## src/rtl/input_module.sv

```systemverilog
// -----------------------------------------------------------------------------
// input_module
//
// Router input port. Receives flits from the upstream router into one FIFO per
// virtual channel, tells the upstream which VCs can take another flit, works out
// the XY output port from each head flit, and offers one buffered flit per cycle
// to the crossbar. The VCs take turns round-robin.
//
// Ports
//   clk           in   1      clock, rising edge
//   arst          in   1      asynchronous reset, active-low
//   fin_req_i     in   37     link flit: [0] valid, [2:1] vc id, [36:3] flit
//   fin_resp_o    out  N_VC   per-VC ready to upstream (1 = FIFO not full)
//   fout_req_o    out  37     flit to crossbar: [0] valid, [2:1] vc, [36:3] flit
//   fout_route_o  out  5      one-hot output port: [0]L [1]N [2]S [3]E [4]W
//   fout_resp_i   in   1      crossbar accepts fout_req_o this cycle
//   err_o         out  1      one-cycle pulse on protocol error or dropped flit
//
// Flit layout (bits of the 34-bit flit):
//   [33:32] type  00 head+tail, 01 head, 11 body, 10 tail
//   [29:27] dst_x (head flits only)
//   [26:24] dst_y (head flits only)
// -----------------------------------------------------------------------------
module input_module #(
    parameter int N_VC       = 3,
    parameter int FIFO_DEPTH = 4,
    parameter int ROUTER_X   = 0,
    parameter int ROUTER_Y   = 0
) (
    input  logic            clk,
    input  logic            arst,
    input  logic [36:0]     fin_req_i,
    output logic [N_VC-1:0] fin_resp_o,
    output logic [36:0]     fout_req_o,
    output logic [4:0]      fout_route_o,
    input  logic            fout_resp_i,
    output logic            err_o
);

    localparam int VC_W   = 2;
    localparam int FLIT_W = 34;
    localparam int AW     = $clog2(FIFO_DEPTH);
    localparam int CW     = AW + 1;

    localparam logic [1:0] FT_SINGLE = 2'b00;
    localparam logic [1:0] FT_HEAD   = 2'b01;
    localparam logic [1:0] FT_BODY   = 2'b11;
    localparam logic [1:0] FT_TAIL   = 2'b10;

    localparam logic [4:0] RT_L = 5'b00001;
    localparam logic [4:0] RT_N = 5'b00010;
    localparam logic [4:0] RT_S = 5'b00100;
    localparam logic [4:0] RT_E = 5'b01000;
    localparam logic [4:0] RT_W = 5'b10000;

    // Dimension-ordered routing: resolve X first, then Y, then eject locally.
    function automatic logic [4:0] xy_route(input logic [2:0] dst_x, input logic [2:0] dst_y);
        logic [4:0] r;
        if (dst_x > 3'(ROUTER_X))      r = RT_E;
        else if (dst_x < 3'(ROUTER_X)) r = RT_W;
        else if (dst_y > 3'(ROUTER_Y)) r = RT_N;
        else if (dst_y < 3'(ROUTER_Y)) r = RT_S;
        else                           r = RT_L;
        return r;
    endfunction

    // (base + off) mod N_VC, with base and off both below N_VC.
    function automatic logic [VC_W-1:0] vc_add(input logic [VC_W-1:0] base, input int off);
        int sum;
        sum = int'(base) + off;
        if (sum >= N_VC) sum = sum - N_VC;
        return VC_W'(sum);
    endfunction

    // ------------------------------------------------------------------------
    // Input decode
    // ------------------------------------------------------------------------
    logic              in_valid;
    logic [VC_W-1:0]   in_vc;
    logic [FLIT_W-1:0] in_flit;
    logic [1:0]        in_type;

    assign in_valid = fin_req_i[0];
    assign in_vc    = fin_req_i[2:1];
    assign in_flit  = fin_req_i[36:3];
    assign in_type  = fin_req_i[36:35];

    // ------------------------------------------------------------------------
    // Per-VC state
    // ------------------------------------------------------------------------
    logic [N_VC-1:0]   vc_sel;
    logic [N_VC-1:0]   vc_full;
    logic [N_VC-1:0]   vc_empty;
    logic [N_VC-1:0]   vc_push;
    logic [N_VC-1:0]   vc_pop;
    logic [N_VC-1:0]   vc_err;
    logic [FLIT_W-1:0] head_flit  [N_VC];
    logic [4:0]        head_route [N_VC];

    logic              out_valid;
    logic              pop_fire;
    logic [VC_W-1:0]   grant_vc;

    genvar gi;
    generate
        for (gi = 0; gi < N_VC; gi++) begin : gen_vc
            logic [FLIT_W-1:0] mem [FIFO_DEPTH];
            logic [AW-1:0]     wr_ptr_q;
            logic [AW-1:0]     rd_ptr_q;
            logic [CW-1:0]     count_q;
            logic              open_q;
            logic [4:0]        route_q;
            logic              in_is_head;
            logic              proto_drop;
            logic [1:0]        head_type;
            logic              head_starts;

            assign vc_sel[gi]   = in_valid && (in_vc == VC_W'(gi));
            assign vc_full[gi]  = (count_q == CW'(FIFO_DEPTH));
            assign vc_empty[gi] = (count_q == '0);

            // A body or tail with no packet open has nowhere to belong.
            assign in_is_head = (in_type == FT_HEAD) || (in_type == FT_SINGLE);
            assign proto_drop = !open_q && ((in_type == FT_BODY) || (in_type == FT_TAIL));

            // Fullness comes from the registered count only, so a flit arriving
            // at a full FIFO is dropped even if that FIFO pops this same cycle.
            assign vc_push[gi] = vc_sel[gi] && !vc_full[gi] && !proto_drop;

            // A head arriving inside an open packet is kept (the packet restarts)
            // but still flagged.
            assign vc_err[gi]  = vc_sel[gi] &&
                                 (vc_full[gi] || proto_drop || (open_q && in_is_head));

            assign vc_pop[gi]  = pop_fire && (grant_vc == VC_W'(gi));

            // The FIFO head is read combinationally so a flit written at one
            // edge is on the output straight after it, with no bypass path.
            assign head_flit[gi] = mem[rd_ptr_q];
            assign head_type     = mem[rd_ptr_q][33:32];
            assign head_starts   = (head_type == FT_HEAD) || (head_type == FT_SINGLE);

            // Non-head flits inherit the port latched when their head left.
            assign head_route[gi] = head_starts ?
                                    xy_route(mem[rd_ptr_q][29:27], mem[rd_ptr_q][26:24]) :
                                    route_q;

            always_ff @(posedge clk) begin
                if (vc_push[gi]) begin
                    mem[wr_ptr_q] <= in_flit;
                end
            end

            always_ff @(posedge clk or negedge arst) begin
                if (!arst) begin
                    wr_ptr_q <= '0;
                    rd_ptr_q <= '0;
                    count_q  <= '0;
                    open_q   <= 1'b0;
                    route_q  <= '0;
                end else begin
                    if (vc_push[gi]) begin
                        wr_ptr_q <= wr_ptr_q + 1'b1;
                        case (in_type)
                            FT_HEAD:            open_q <= 1'b1;
                            FT_SINGLE, FT_TAIL: open_q <= 1'b0;
                            default:            ;
                        endcase
                    end
                    if (vc_pop[gi]) begin
                        rd_ptr_q <= rd_ptr_q + 1'b1;
                        if (head_type == FT_HEAD) begin
                            route_q <= xy_route(mem[rd_ptr_q][29:27], mem[rd_ptr_q][26:24]);
                        end
                    end
                    count_q <= count_q + CW'(vc_push[gi]) - CW'(vc_pop[gi]);
                end
            end
        end
    endgenerate

    assign fin_resp_o = ~vc_full;

    // ------------------------------------------------------------------------
    // Round-robin read arbitration with grant lock
    // ------------------------------------------------------------------------
    logic [VC_W-1:0] ptr_q;
    logic [VC_W-1:0] rr_vc;
    logic [VC_W-1:0] rr_cand;
    logic [VC_W-1:0] lock_vc_q;
    logic            lock_q;
    logic            err_q;
    logic            err_next;
    logic            bad_vc;

    // Walk from the farthest offset to the nearest so the VC closest to ptr wins.
    always_comb begin
        rr_vc   = ptr_q;
        rr_cand = '0;
        for (int k = N_VC - 1; k >= 0; k--) begin
            rr_cand = vc_add(ptr_q, k);
            for (int v = 0; v < N_VC; v++) begin
                if ((rr_cand == VC_W'(v)) && !vc_empty[v]) begin
                    rr_vc = rr_cand;
                end
            end
        end
    end

    // While an offered flit waits for the crossbar, keep offering the same VC
    // even if a VC nearer to ptr becomes non-empty, so nothing is retracted.
    assign out_valid = !(&vc_empty);
    assign grant_vc  = lock_q ? lock_vc_q : rr_vc;
    assign pop_fire  = out_valid && fout_resp_i;

    // Flits on VC ids beyond N_VC match no FIFO.
    assign bad_vc   = in_valid && !(|vc_sel);
    assign err_next = bad_vc || (|vc_err);

    always_ff @(posedge clk or negedge arst) begin
        if (!arst) begin
            ptr_q     <= '0;
            lock_q    <= 1'b0;
            lock_vc_q <= '0;
            err_q     <= 1'b0;
        end else begin
            err_q     <= err_next;
            lock_q    <= out_valid && !fout_resp_i;
            lock_vc_q <= grant_vc;
            if (pop_fire) begin
                ptr_q <= vc_add(grant_vc, 1);
            end
        end
    end

    assign err_o = err_q;

    // ------------------------------------------------------------------------
    // Output mux
    // ------------------------------------------------------------------------
    logic [FLIT_W-1:0] sel_flit;
    logic [4:0]        sel_route;

    always_comb begin
        sel_flit     = '0;
        sel_route    = '0;
        fout_req_o   = '0;
        fout_route_o = '0;
        for (int v = 0; v < N_VC; v++) begin
            if (grant_vc == VC_W'(v)) begin
                sel_flit  = head_flit[v];
                sel_route = head_route[v];
            end
        end
        if (out_valid) begin
            fout_req_o   = {sel_flit, grant_vc, 1'b1};
            fout_route_o = sel_route;
        end
    end

endmodule

```

## config.mk

```make
export PLATFORM = sky130hd
export DESIGN_NAME = input_module
export DESIGN_NICKNAME = d
export VERILOG_FILES = /design/src/rtl/input_module.sv
export SDC_FILE = /design/constraint.sdc
export NUM_CORES = 1
export LEC_CHECK = 0
export CORE_MARGIN = 2
export CORE_UTILIZATION = 55
export DETAILED_ROUTE_END_ITERATION = 8
export GPL_TIMING_DRIVEN = 0
export HOLD_SLACK_MARGIN = 0.15
export PLACE_DENSITY = 0.83
export SYNTH_ARGS = -nofsm -noshare
export SYNTH_HDL_FRONTEND = slang
export SYNTH_SLANG_ARGS = --single-unit
```

## constraint.sdc

```tcl
create_clock -name clk -period 4.82 [get_ports clk]
set_input_delay 0.964 -clock clk [delete_from_list [all_inputs] [get_ports clk]]
set_output_delay 0.964 -clock clk [all_outputs]
set_load 0.005 [all_outputs]
```

==> results.toml <==
[timing]
worst_hold_margin_ns = 0.483
max_slew_margin_pct = 34.1
timing.final.hold_violations = 0
max_freq_mhz = 207
timing.clock.skew_ns = 0.0169
min_period_over_period_pct = 100
final-setup-viol-count = 1
slew_at_the_pin_with_the_worst_max_slew_slack_ns = 0.989
final_critical_path_setup_slack_ns = -0.0188
timing_max_transition_violations_final = 0
layout_min_cycle_time_ns = 4.84
unrepaired_setup_endpoints_after_global_routing = "yes"

[layout]
area.growth.synth_to_final_pct = 19.1
layout-drive-gt1-share_pct = 26.1
finish.net_count = 1163
final_cells = 1572
postLayoutCoreUtil_pct = 66.1
design_area_um2 = 21400

[setup_path]
critPathKind = "flip-flop to output port"
cp_data_arrival_time_ns = 3.87
cp.required_ns = 3.86
timing.critical_path.fanout_max = 10
worst_setup_path_start_kind = "flip-flop"
critical_path.endpoint_type = "output port"

[global_route]
globalRouteTotalUtil_pct = 25.5
grt_pass1_wl_um = 62500
grt_pass1_vias = 10114
grt_start_max_net_pins = 40
grt_overflow_total = 0
antenna_found_initial = 1

[clocking]
cts_htree_levels = 2
ctsRootBufferMaster = "clkbuf_16"
clock_sink_count = 447
clkLatencyLatePin_ns = 0.55
cts-hold-fix-buffers = 0
cts_tree = "done"
cts-buffers-inserted = 43
cts.reportedPaths.clkPinSlew_ns = 0.06
cts.path.max_buffers = 3

[place]
port-buffer-count = 83
post-place-cells = 1483
replace_congestion = 0.799
dp.final_hpwl_um = 24600
placed_area_um2 = 19600

[synthesis]
syn_area_per_cell_um2 = 19.0
ys.flop_type = "edfxtp_1"
synth_area_leader_cell = "edfxtp_1"
synth-seq-cells = 447
synth_commonest_cells = "edfxtp_1 (408), mux4_2 (98), nor2_1 (77), a21oi_1 (47), dfrtp_1 (39)"
seq_area_frac_synth_pct = 73.7
post_synth_main_area_contributors = "edfxtp_1 (68%), mux4_2 (12%), dfrtp_1 (5.4%), nor2_1 (1.6%), ha_1 (1.6%)"
synthArstFlopShare_pct = 8.72
yosysWarnings = 0
synth.top_cell.area_share_pct = 68.2
synth-edff-count = 408
yosysUniqueCellTypes = 56
yosysMostFrequentCell = "edfxtp_1"
post_synth_inst_count = 945
syn-cell-area_um2 = 18000

[job]
maxCapViolations = 0

[power]
clock_power_share_pct = 24.6
power_density_nw_per_um2 = 603
power_mw = 12.9
cellLeakagePower_nw = 7.43
power.share.combinational_pct = 39.1
cellInternalPower_mw = 8.72
worst_ir_drop_vdd_mv = 0.333
power.net_switching_mw = 4.18
p_sw_share_pct = 32.4
seqPwrFrac_pct = 36.3

[detailed_routing]
wire_per_inst_um = 26.6
totalWireLength_um = 41800
vias = 9889
remaining_drc_errors = 0
drt_pass1_iterations = 5
detail_route.vias_per_cell = 6.29
drt_iter0_markers = 1072
ant_nets = 0

[die]
count_of_pins_on_the_block_boundary = 86
die_height_um = 185
rows = 66
dieWidth_um = 185
dieArea_um2 = 34100
floorplan.initialDensity_pct = 55.5
coreArea_um2 = 32400

[run_status]
failing_checks = "setup timing"
run_status = "finished with violations"

[worst_hold_path]
hold_path_class = "flip-flop to flip-flop"
## metrics by stage
| step | worst slack, ns | setup TNS, ns |
|---|---|---|
| final | -0.0188 | -0.0188 |
| after global routing | -0.117 | -0.296 |
| after CTS | 0.000716 | 0 |
| after detailed placement | -0.750 | -19.71 |
| after global placement | -0.723 | -34.39 |
| after floorplan | 0.811 | 0 |
## placed cells by master, fill, tap and decap left out, types with 6 or more instances in the layout
cell             Yosys  routed
clkbuf_16            0      47
clkdlybuf4s50_1      0      46
buf_2               12      15
clkinv_2             0       7
xnor2_1             14      14
nor2_1              77      70
o21ai_0              8       7
dfrtp_1             39      39
mux2_2               7       7
clkbuf_1            31      24
clkbuf_8             0      10
nor2_2               0       7
edfxtp_1           408     408
buf_12               0      11
buf_4                4      18
mux4_2              98      98
clkbuf_2             0      11
dlymetal6s2s_1       0      18
and2_2               0      12
nand2b_1             6       6
nand2_1             20      20
inv_1               22      22
a21oi_1             47      38
a21oi_2              0       9
clkinv_1             0       9
a22oi_1             33      24
o31ai_1              6       6
a22oi_2              0       9
ha_1                23      18
## layer usage
layer	vias to the layer above	GRT usage (%)	routed length (um)
met5	-	0	0
met4	0	8.95	1380
met3	104	4.51	3520
met2	554	42.6	20800
met1	5156	34.2	16000
li1	4075	-	-
## area by class of cell
cell class	instances	area [um2]
clock buffers	59	1200
multi-input cells	423	4630
repair buffers	110	1180
inverters	22	82.6
clock inverters	18	119
flip-flops and latches	447	13200
diodes	1	2.50
well taps	442	553
plain buffers	50	394
fillers	2096	11000
## kinds of logic after synthesis
| group | Yosys count | synth area share [%] |
|---|---|---|
| AO/OA/AOI/OAI | 114 | 4.08 |
| XOR/XNOR | 16 | 0.780 |
| adder cells (fa/ha/maj) | 26 | 1.94 |
| buffers and inverters | 76 | 1.84 |
| flip-flops | 447 | 73.7 |
| multiplexers | 112 | 13.5 |
| other | 1 | 0.0209 |
| AND/OR/NAND/NOR | 153 | 4.19 |
## power groups by stage
stage / sequential [mW] / combinational [mW] / clock, mW
after floorplan: 4.72 / 2.77 / 0
after global placement: 4.74 / 4.41 / 0
final: 4.69 / 5.04 / 3.17
after detailed placement: 4.76 / 4.57 / 0
after global routing: 4.71 / 5.40 / 3.33
after CTS: 4.68 / 4.95 / 3.20
## critical path: stages, from the launching register on
cell and delay, ns:
dfrtp_1 0.39, or3_4 0.42, a222oi_1 0.43, o21a_1 0.20
a211oi_2 0.09, o22ai_4 0.24, inv_1 0.13, ha_4 0.20
buf_8 0.15, clkbuf_8 0.19, a21oi_1 0.17, and3_1 0.20
clkdlybuf4s50_1 0.51
## sequential cells by signal (all words and copies together), names as in the netlist
register and flops:
gen_vc.open_q 3, gen_vc.mem 408, gen_vc.rd_ptr_q 6, lock_q 1, gen_vc.route_q 9, gen_vc.count_q 9, err_o 1, ptr_q 2
lock_vc_q 2, gen_vc.wr_ptr_q 6
## path summary, 6_finish.rpt
check	from	end	slack (ns)	cells after the start
setup / recovery	gen_vc[2].count_q[1]	fout_route_o[1]	-0.02	12
hold / removal	gen_vc[0].route_q[1]	gen_vc[0].route_q[1]	0.48	2
setup reg to reg	gen_vc[2].count_q[1]	gen_vc[1].count_q[2]	1.19	14
hold reg to reg	gen_vc[0].route_q[1]	gen_vc[0].route_q[1]	0.48	2
max in group asynchronous	arst	gen_vc[0].wr_ptr_q[0]	3.68	1
min in group asynchronous	arst	gen_vc[2].route_q[1]	0.55	1
## what timing repair did
| action | 4_1_cts | 5_1_grt |
|---|---|---|
| setup buffers | 7 | 8 |
| hold endpoints to repair | 0 | 0 |
| resized for setup | 90 | 75 |
| pin swaps | 17 | 17 |
| setup endpoints to repair | 37 | 35 |
Note: power is estimated with default switching activity, not from simulation.
